--- src/rtl/data_memory_dumper_pkg.sv ---
// Shared debug definitions: byte width, dumper state encoding, bytes per data word.
// Used by the dumper, the UART transmitter and the debug unit.
package data_memory_dumper_pkg;

    localparam int DBG_NB_BYTE    = 8;
    localparam int DBG_NB_DATA    = 32;
    localparam int BYTES_PER_WORD = DBG_NB_DATA / DBG_NB_BYTE;

    typedef enum logic [2:0] {
        ST_IDLE = 3'd0,
        ST_READ = 3'd1,
        ST_LOAD = 3'd2,
        ST_SEND = 3'd3,
        ST_DONE = 3'd4
    } dump_state_e;

    // Width of a counter that indexes n items; never narrower than one bit.
    function automatic int cnt_width(input int n);
        return (n > 1) ? $clog2(n) : 1;
    endfunction

endpackage

--- src/rtl/data_memory_dumper_word_serializer.sv ---
// Splits one data word into bytes, MSB first, over a valid/ready byte port.
// Load presents the first byte next cycle; each stalled cycle holds the current byte.
module word_serializer
    import data_memory_dumper_pkg::*;
#(
    parameter int NB_DATA = DBG_NB_DATA,
    parameter int NB_BYTE = DBG_NB_BYTE
) (
    input  logic               clk_i,
    input  logic               rst_i,
    input  logic               load_i,
    input  logic [NB_DATA-1:0] word_i,
    input  logic               tx_ready_i,
    output logic [NB_BYTE-1:0] tx_data_o,
    output logic               tx_valid_o,
    output logic               last_byte_accepted_o
);

    localparam int BPW    = NB_DATA / NB_BYTE;
    localparam int NB_CNT = cnt_width(BPW);
    localparam logic [NB_CNT-1:0] LAST_CNT = NB_CNT'(BPW - 1);

    logic [NB_DATA-1:0] shift_q, shift_d;
    logic [NB_CNT-1:0]  cnt_q, cnt_d;
    logic               valid_q, valid_d;
    logic               xfer;

    assign xfer                 = valid_q && tx_ready_i;
    assign last_byte_accepted_o = xfer && (cnt_q == LAST_CNT);
    assign tx_data_o            = shift_q[NB_DATA-1 -: NB_BYTE];
    assign tx_valid_o           = valid_q;

    always_comb begin
        shift_d = shift_q;
        cnt_d   = cnt_q;
        valid_d = valid_q;
        if (load_i) begin
            shift_d = word_i;
            cnt_d   = '0;
            valid_d = 1'b1;
        end else if (xfer) begin
            if (cnt_q == LAST_CNT) begin
                valid_d = 1'b0;
            end else begin
                // The next byte always sits at the top of the register.
                shift_d = shift_q << NB_BYTE;
                cnt_d   = cnt_q + NB_CNT'(1);
            end
        end
    end

    always_ff @(posedge clk_i) begin
        if (rst_i) begin
            shift_q <= '0;
            cnt_q   <= '0;
            valid_q <= 1'b0;
        end else begin
            shift_q <= shift_d;
            cnt_q   <= cnt_d;
            valid_q <= valid_d;
        end
    end

endmodule

--- src/rtl/data_memory_dumper.sv ---
// Drains data memory words 0..last_addr to the UART as big-endian bytes on a debug start.
// Six cycles per word without backpressure; each ready-low byte cycle adds one.
module data_memory_dumper
    import data_memory_dumper_pkg::*;
#(
    parameter int NB_DATA = DBG_NB_DATA,
    parameter int NB_ADDR = 5,
    parameter int NB_BYTE = DBG_NB_BYTE
) (
    input  logic               i_clock,
    input  logic               i_reset,
    input  logic               i_start,
    input  logic [NB_ADDR-1:0] i_last_addr,
    output logic               o_mem_rd_en,
    output logic [NB_ADDR-1:0] o_mem_addr,
    input  logic [NB_DATA-1:0] i_mem_data,
    output logic [NB_BYTE-1:0] o_tx_data,
    output logic               o_tx_valid,
    input  logic               i_tx_ready,
    output logic               o_busy,
    output logic               o_done
);

    dump_state_e        state_q, state_d;
    logic [NB_ADDR-1:0] word_cnt_q;
    logic [NB_ADDR-1:0] last_addr_q;
    logic               rd_en_q;
    logic               busy_q;
    logic               done_q;
    logic               last_byte_accepted;
    logic               last_word;

    // Compared before incrementing so a full-depth dump ends instead of wrapping.
    assign last_word = (word_cnt_q == last_addr_q);

    always_comb begin
        state_d = state_q;
        case (state_q)
            ST_IDLE: if (i_start) state_d = ST_READ;
            ST_READ: state_d = ST_LOAD;
            ST_LOAD: state_d = ST_SEND;
            ST_SEND: begin
                if (last_byte_accepted) begin
                    state_d = last_word ? ST_DONE : ST_READ;
                end
            end
            ST_DONE: state_d = ST_IDLE;
            default: state_d = ST_IDLE;
        endcase
    end

    always_ff @(posedge i_clock) begin
        if (i_reset) begin
            state_q     <= ST_IDLE;
            word_cnt_q  <= '0;
            last_addr_q <= '0;
            rd_en_q     <= 1'b0;
            busy_q      <= 1'b0;
            done_q      <= 1'b0;
        end else begin
            state_q <= state_d;
            rd_en_q <= (state_d == ST_READ);
            busy_q  <= (state_d != ST_IDLE);
            done_q  <= (state_d == ST_DONE);
            if (state_q == ST_IDLE && i_start) begin
                last_addr_q <= i_last_addr;
                word_cnt_q  <= '0;
            end else if (state_q == ST_SEND && last_byte_accepted && !last_word) begin
                word_cnt_q <= word_cnt_q + NB_ADDR'(1);
            end
        end
    end

    assign o_mem_rd_en = rd_en_q;
    assign o_mem_addr  = word_cnt_q;
    assign o_busy      = busy_q;
    assign o_done      = done_q;

    word_serializer #(
        .NB_DATA (NB_DATA),
        .NB_BYTE (NB_BYTE)
    ) u_word_serializer (
        .clk_i                (i_clock),
        .rst_i                (i_reset),
        .load_i               (state_q == ST_LOAD),
        .word_i               (i_mem_data),
        .tx_ready_i           (i_tx_ready),
        .tx_data_o            (o_tx_data),
        .tx_valid_o           (o_tx_valid),
        .last_byte_accepted_o (last_byte_accepted)
    );

endmodule

--- config.mk ---
export PLATFORM = sky130hd
export DESIGN_NAME = data_memory_dumper
export DESIGN_NICKNAME = d
export VERILOG_FILES = /design/src/rtl/data_memory_dumper_pkg.sv /design/src/rtl/data_memory_dumper_word_serializer.sv /design/src/rtl/data_memory_dumper.sv
export SDC_FILE = /design/constraint.sdc
export NUM_CORES = 1
export LEC_CHECK = 0
export CAP_MARGIN = 20
export CELL_PAD_IN_SITES_DETAIL_PLACEMENT = 1
export CELL_PAD_IN_SITES_GLOBAL_PLACEMENT = 1
export CORE_MARGIN = 1
export CORE_UTILIZATION = 39
export CTS_BUF_LIST = sky130_fd_sc_hd__clkbuf_2
export CTS_CLUSTER_DIAMETER = 30
export CTS_CLUSTER_SIZE = 20
export DETAILED_ROUTE_END_ITERATION = 8
export PLACE_DENSITY = 0.85
export SLEW_MARGIN = 20
export SYNTH_ARGS = -nofsm -noshare
export SYNTH_HDL_FRONTEND = slang
export SYNTH_SLANG_ARGS = --single-unit
--- constraint.sdc ---
create_clock -name i_clock -period 1.9 [get_ports i_clock]
set_input_delay 0.38 -clock i_clock [delete_from_list [all_inputs] [get_ports i_clock]]
set_output_delay 0.38 -clock i_clock [all_outputs]
set_load 0.1 [all_outputs]
==> run summary, run 1 <==
The area inside the core boundary is 5920 sq um. Timing would allow up to 0.574 GHz. Buffers added to address setup during post-CTS repair amount to 0. The die is 80.3 um tall. The final critical path takes up 91.6% of the cycle.

Dividing the detail-routed via count by the number of cells gives 5.21. The number of antenna violations at the first check in global routing is 0. The sink count of the clock tree came out at 51. The number of global-route vias before repair came to 1930. The footprint of the multi-input gates is 1200 sq um.

For flop-to-flop paths, the worst setup slack is 160 ps. The critical path in this run is classified as reg -> reg. The terminus of the critical flop-to-flop path is o_mem_addr[3]$_SDFFE_PP0P_. The largest driver fanout on the critical path is 7. The final-report hold violation count is 0. The post-cts repair resize count came out at 0. The leading register cell type out of synthesis is dfxtp_1. Routability-driven placement finished with a final weighted congestion of 0.716.

Yosys attributes the largest share of cell area to dfxtp_1, mux2i_1, nor2_1. In this run the worst setup path begins at u_word_serializer.cnt_q[0]$_SDFFE_PP0P_. The synthesis-to-layout area growth came out at 29.7%. The number of DRC violations after detailed-routing iteration 0 is 74. The synthesis-stage register bit count is 51. In this run the number of H-tree levels came out at 2. Data arrives at the worst endpoint at 2130 ps. The number of placed instances, taps included, is 354. The clock passes through at most 2 buffers.

The clock skew after layout is 26.2 ps. The top cell type by area accounts for 42.7% of the synthesized area. The clock transition at the register clock pins on the worst setup and hold paths after CTS came out at 260 ps. In this run the tightest slew margin relative to its limit is 64.9%. The synthesized area per cell is 10.2 sq um. The number of inserted diodes is 0. The area of the mapped netlist is 2390 sq um. The transition time of the tightest slew-check pin is 526 ps. The worst register-to-register path begins at u_word_serializer.cnt_q[0]$_SDFFE_PP0P_.

The synthesized instance count came out at 235. Measured along the x axis, the die boundary spans 80.3 um. The worst setup path is captured at a flop. The die area came out at 6450 sq um. The flow ran to the end, and the final reports show no timing, DRC or antenna violations.

Dividing the detail-routed wire length by the instance count gives 15.9 um. The count of unique library cells instantiated by Yosys is 33. The final layout net count came out at 329.

The starting density of the core is 40.4%. The fill cell total of the finished layout is 651. The total wire length is 5740 um. TritonCTS built the clock tree. The share of synthesized area occupied by flip-flops and latches is 42.7%. The Yosys step of the flow raised 0 warnings. After detailed routing, the number of remaining DRC violations is 0. The data required time at the worst endpoint came out at 2290 ps. The fraction of synthesis flops using an asynchronous set or reset pin came out at 0%. dfxtp_1 takes more of the synthesized area than any other cell.

For this run, the share of the core covered by cells in the final layout is 52.4%. The final route contains 1885 vias. Setup repair after global routing left no endpoint under its margin.

The analysis attributes to cell leakage a power of 1.32 nW. The cts-stage hold buffer count is 0. The first global-routing pass estimated 9300 um of wire. The area used by sequential logic in the layout is 1030 sq um. The HPWL after detailed placement came out at 4250 um. Across the VDD grid, the largest voltage drop is 0.000361 V.

The remaining global-route overflow is 0. Clock latency on the worst-skew pair, taken at its later pin, is 450 ps. After the flow finishes, the layout carries non-filler instances totaling 362. The startpoint kind of the worst setup timing path is a flop. For this design the ratio of total power to cell area is 813 nW/um^2. The root buffer cell chosen for the clock tree is clkbuf_2. The net count after synthesis came out at 278.

The startpoint identified for the worst hold timing path is i_reset. The TritonCTS buffer count came out at 5. The count of antenna-violating nets left after detailed routing is 0. Entering global routing, the biggest net connects 50 pins.

Setup violations remaining at the end of the flow were counted as 0. Following the worst setup path forward leads to its endpoint at o_mem_addr[3]$_SDFFE_PP0P_. The tightest min-delay check is of the in -> reg type.

The max-capacitance violation count came out at 0. The I/O pin count came out at 58. Port buffering added 57 buffers.

The number of standard-cell rows in the floorplan is 28. The worst path needs 1740 ps of the cycle, external delays included. The post-route netlist has 23.7% of its cells at a drive strength greater than 1. Counting cells, the worst reg-to-reg path comes to 6.

The first-pass iteration count of the detailed router came out at 4. In the global route stage, overall resource usage came out at 18.9%. The number of enable-type register cells in the synthesized netlist is 0. The final number of max-transition violations came out at 0.
-- worst min-delay path by stage --
stage / end / cells after the start / slack (ps)
global placement: u_word_serializer.tx_valid_o$_SDFFE_PP0P_ / 2 / 480
CTS: last_addr_q[2]$_SDFFE_PP0P_ / 2 / 280
floorplan: u_word_serializer.shift_q[0]$_SDFFE_PP0P_ / 2 / 470
finish: last_addr_q[2]$_SDFFE_PP0P_ / 2 / 290
global route: last_addr_q[2]$_SDFFE_PP0P_ / 2 / 260
detailed placement: u_word_serializer.tx_valid_o$_SDFFE_PP0P_ / 2 / 490
-- layout make-up --
cell class	instances	share of cell area, %
repair buffers	70	22.0
well taps	75	3.02
clock buffers	5	0.806
clock inverters	3	2.18
flip-flops and latches	51	33.1
inverters	1	0.121
multi-input cells	157	38.7
-- stage by stage --
| step | hold WS, ps | TNS (ps) | total power [mW] | cell area [sq um] | setup slack, ps |
|---|---|---|---|---|---|
| 2_1_floorplan | 469 | 0 | 1.66 | 2400 | 81.9 |
| 3_3_place_gp | 479 | -24.4 | 1.81 | 3010 | -24.4 |
| 3_5_place_dp | 489 | -381 | 1.83 | 3010 | -129 |
| 4_1_cts | 277 | 0 | 2.54 | 3100 | 149 |
| 5_1_grt | 261 | 0 | 2.64 | 3100 | 81.2 |
| 6_report | 293 | 0 | 2.52 | 3100 | 159 |
-- Yosys cell counts (2+ instances only) --
cell type and count:
nor4_1 2, mux2i_1 35, a21oi_1 3, a22oi_2 8
ha_1 2, a211oi_1 17, or3_1 4, dfxtp_1 51
xor2_1 6, a211oi_2 10, nand2_1 9, and2_1 2
buf_2 7, nor3_1 4, nand4b_1 2, buf_6 4
clkbuf_1 6, buf_4 8, nor2_1 41
-- logic make-up after synthesis --
family	count (synthesis)	synth area share, %
simple gates	72	14.7
buf+inv	27	7.11
compound gates	42	17.6
xor+xnor	6	2.20
fa+ha+maj	2	1.05
mux	35	14.6
flops	51	42.7
-- critical path, cell delays in order, from the launching register on --
cell and delay [ps]:
dfxtp_1 410, ha_1 190, nand3_1 100, or2_0 230, buf_4 170, a211oi_1 340, mux2i_1 250
-- routing by layer --
metal	up-vias	part of all wire, %	GRT usage [%]
met5	-	0	0
met4	0	1.6	6.96
met3	8	3.0	3.07
met2	39	50	31.8
met1	904	46	24.0
li1	934	-	-
-- layout by cell type, fill, tap and decap left out, drive strengths merged --
cell            n
nand3           1
nor4b           2
a2111oi         1
clkdlybuf4s50  39
xor2            6
nor3            5
a21oi           3
a211oi         27
clkbuf          5
or3             4
nor4            2
bufinv          2
and2            2
mux2i          35
buf            31
nand3b          1
or3b            1
nand2           9
o31a            1
dfxtp          51
a2bb2oi         1
inv             1
or2             2
ha              2
nand4b          2
nor2           41
clkinvlp        1
a22oi           8
a311oi          1
-- sequential cells by signal, summed over array words and instances (netlist names), 2 cells and up --
register,count
state_q,3
o_mem_addr,5
u_word_serializer.shift_q,32
u_word_serializer.cnt_q,2
last_addr_q,5
-- power by group --
group          internal, mW  switching [mW]  total [mW]
logic                 0.236           0.363       0.599
registers              1.15          0.0544        1.21
clock network         0.352           0.366       0.718
total                  1.74           0.783        2.52
(Power assumes the default switching activity.)
==> run 2: changes to the inputs <==
--- a/config.mk
+++ b/config.mk
@@ -12,5 +12,4 @@
 export CORE_UTILIZATION = 39
 export CTS_BUF_LIST = sky130_fd_sc_hd__clkbuf_2
-export CTS_CLUSTER_DIAMETER = 30
 export CTS_CLUSTER_SIZE = 20
 export DETAILED_ROUTE_END_ITERATION = 8
==> constraint.sdc (replaced) <==
create_clock -name i_clock -period 1.9 [get_ports i_clock]
set_input_delay 0.285 -clock i_clock [delete_from_list [all_inputs] [get_ports i_clock]]
set_output_delay 0.285 -clock i_clock [all_outputs]
set_load 0.1 [all_outputs]
==> run 2 against run 1 <==
Critical path depth did not move. Combinational power barely moved. Clock power fell by 42%. Largest cell class unchanged. Largest power group unchanged.
==> run summary, run 2 (synthesis gave the netlist of run 1 again) <==
The worst stage delay on the critical path came to 410 ps (about the same). The largest net degree at the start of global routing was 50 (unchanged). The source of the worst register-to-register timing path is u_word_serializer.cnt_q[0]$_SDFFE_PP0P_.

The number of flip-flops in the largest register came out at 32 (unchanged). Leaving out fill and tap cells, the most frequent cell in the layout is dfxtp_1. The number of global-route vias before repair was 1892 (-2.0%). The mean number of vias per cell came out at 5.17 (-0.66%). The cell family contributing the most delay on the critical path is flip-flops. The post-route standard cell area excluding fillers came out at 2980 sq um (-4.0%). The via count of the routed design was 1857 (-1.5%).

The most flop-heavy register is u_word_serializer.shift_q. The remaining global-route overflow came out at 0 (unchanged). The summed negative setup slack over all endpoints came out at 0 ps (unchanged). In this run the critical register-to-register path is captured at o_mem_addr[2]$_SDFFE_PP0P_. The total wire length is 5500 um (-4.2%). The total cell area at the placement stage was 2950 sq um (-2.2%). The worst supply voltage drop on vdd came to 0.000394 V (+9.1%). The routed length per instance came out at 15.3 um (-3.4%). The number of standard-cell rows in the floorplan was 28 (unchanged). The cell at the slowest stage of the critical path is dfxtp_1.

The launch instance of the worst min-delay path is i_reset. The I/O pin count is 58 (unchanged). The sink count of the clock tree was 51 (unchanged). The fill cell total of the finished layout came out at 678 (+4.1%). The library cells used most frequently in the layout, excluding fill and tap cells, are dfxtp_1, nor2_1, clkdlybuf4s50_1. The number of DRC violations after detailed-routing iteration 0 is 74 (unchanged). The count of endpoints failing setup in the final report is 0 (unchanged). The minimum period implied by the final worst setup slack came out at 1700 ps (-42.5 ps). The net switching power figure is 0.750 mW (-4.3%). The final layout net count is 327 (-0.61%). The area inside the core boundary came out at 5920 sq um (unchanged). The number of buffers inserted by port buffering was 57 (unchanged).

The proportion of layout cells with a drive suffix above 1 is 22.5% (-1.2 points). The path category of the worst min-delay check is in -> reg. The cts-stage hold buffer count came to 0 (unchanged). The worst setup path is launched from a flop.

The clock transition at the register clock pins on the worst setup and hold paths after CTS came to 250 ps (about the same). The starting density of the core is 40.4% (unchanged). The HPWL after detailed placement came out at 4040 um (-4.8%).

The leakage component of the power was 1.28 nW (-2.9%). The internal power is 1.46 mW (-16%). The post-cts repair resize count came out at 0 (unchanged). The overall routing resource usage was 18.1% (-0.77 points). The minimum setup slack among reg-to-reg paths is 200 ps (+40 ps). The die span in x came out at 80.3 um (unchanged).

The cell depth of the worst hold path is 2 (unchanged). The switching share of power was 33.9% (+2.8 points). The critical path in this run is classified as reg -> reg.

The count of buffering cells on the critical path with inverters included is 1 (unchanged). The area growth from synthesis to layout is 24.5%. The number of antenna violations at the first check in global routing is 0 (unchanged).

The run finished with clean final reports. The count of buffers added by post-CTS timing repair for setup is 0 (unchanged). The clock skew after layout came out at 16.6 ps (-9.61 ps). The wire length of the first global-routing pass is 9010 um (-3.1%). The final-report hold violation count came to 0 (unchanged).

The tree is rooted in a clkbuf_2. The relative slew slack was 59.8% (-5.1 points). The max-capacitance violation count came out at 0 (unchanged). The largest driver fanout on the critical path came out at 8 (+1). The highest achievable clock rate came out at 0.589 GHz (+2.5%). STA classifies the critical path endpoint as a flop.

The critical path goes through ha_1, nand3_1, or2_0, buf_4, a2111oi_4, mux2i_1. The TritonCTS buffer count is 5 (unchanged). The first-pass iteration count of the detailed router came out at 4 (unchanged).

The height of the die was 80.3 um (unchanged). The die area came out at 6450 sq um (unchanged). The routability congestion estimate from global placement is 0.712 (-0.68%). The portion of the clock cycle consumed by the worst path in the final layout came out at 89.4% (-2.2 points).

The clock power share is 18.6% (-9.9 points). The data required time at the worst endpoint came out at 2280 ps (about the same). The data arrival time at the worst-slack endpoint was 2080 ps (-50 ps). The final number of max-transition violations is 0 (unchanged).

Setup repair after global routing left no endpoint under its margin. The source-to-sink clock delay at the later pin of the worst-skew pair is 430 ps (-20 ps). The buffer depth of the longest clock path came out at 2 (unchanged).

The number of remaining DRC errors is 0 (unchanged). The critical path starts at u_word_serializer.cnt_q[0]$_SDFFE_PP0P_. The number of cells on the worst reg-to-reg path is 6 (unchanged). The number of H-tree branching levels came to 2 (unchanged). The power per standard cell area is 743 nW/um^2 (-8.6%). The number of inserted diodes is 0 (unchanged).

The share of power burned in combinational logic is 27.1% (+3.3 points). For hold timing, the worst endpoint is last_addr_q[0]$_SDFFE_PP0P_. The count of antenna-violating nets left after detailed routing is 0 (unchanged).

The transition time of the tightest slew-check pin was 600 ps (+73.6 ps). The power share of the sequential group came out at 54.2% (+6.4 points). TritonCTS built the clock tree.
==> run 2: changes by cell type in the layout (fill, tap and decap cells not counted), sizes merged <==
cell      before  now
clkinv         0    2
bufinv         2    0
clkinvlp       1    0
buf           31   29
==> run 2: metal layers <==
layer	global-route usage (%)	part of all wire, %	up-vias
li1	-	-	932
met1	22.6	46	884
met2	30.2	49	35
met3	4.09	4.0	6
met4	6.61	1.7	0
met5	0	0	-
==> run 2: final cells by class <==
class / count / area (sq um) / area share, %
multi-input combinational: 157 / 1200 / 40.3
clock buffer: 5 / 25.0 / 0.840
sequential: 51 / 1030 / 34.5
tap: 75 / 93.8 / 3.15
inverter: 1 / 3.75 / 0.126
clock inverter: 2 / 8.76 / 0.294
timing repair buffer: 68 / 618 / 20.7
==> run 2: worst max-delay path by stage <==
| stage | to | slack, ps | cells past startpoint |
|---|---|---|---|
| floorplan | o_mem_addr[2]$_SDFFE_PP0P_ | 80 | 5 |
| global placement | o_mem_addr[2]$_SDFFE_PP0P_ | 60 | 6 |
| detailed placement | o_mem_addr[2]$_SDFFE_PP0P_ | -2 | 6 |
| CTS | o_mem_addr[2]$_SDFFE_PP0P_ | 190 | 6 |
| global route | o_mem_addr[2]$_SDFFE_PP0P_ | 80 | 6 |
| finish | o_mem_addr[2]$_SDFFE_PP0P_ | 200 | 6 |
==> run 2: worst reg2reg max path: stages, from the launching register on <==
cell       delay (ps)
dfxtp_1           410
ha_1              200
nand3_1           100
or2_0             230
buf_4             180
a2111oi_4         330
mux2i_1           220
==> run 2: power by group through the flow <==
stage	Clock (mW)	Combinational (mW)	Sequential, mW
final	0.413	0.601	1.20
after detailed placement	0	0.605	1.22
after CTS	0.427	0.607	1.20
after global routing	0.472	0.643	1.21
after floorplan	0	0.412	1.25
after global placement	0	0.589	1.22
==> run 2: per-stage QoR <==
| stage | total power, mW | setup WS, ps | std cells | utilization (%) | hold slack (ps) |
|---|---|---|---|---|---|
| floorplan | 1.66 | 81.9 | 235 | - | 432 |
| global placement | 1.81 | 56.7 | 352 | 49.7 | 471 |
| detailed placement | 1.83 | -2.19 | 352 | 49.7 | 485 |
| CTS | 2.24 | 192 | 359 | 50.3 | 309 |
| global route | 2.33 | 81.6 | 359 | 50.3 | 316 |
| finish | 2.21 | 201 | 359 | 50.3 | 311 |
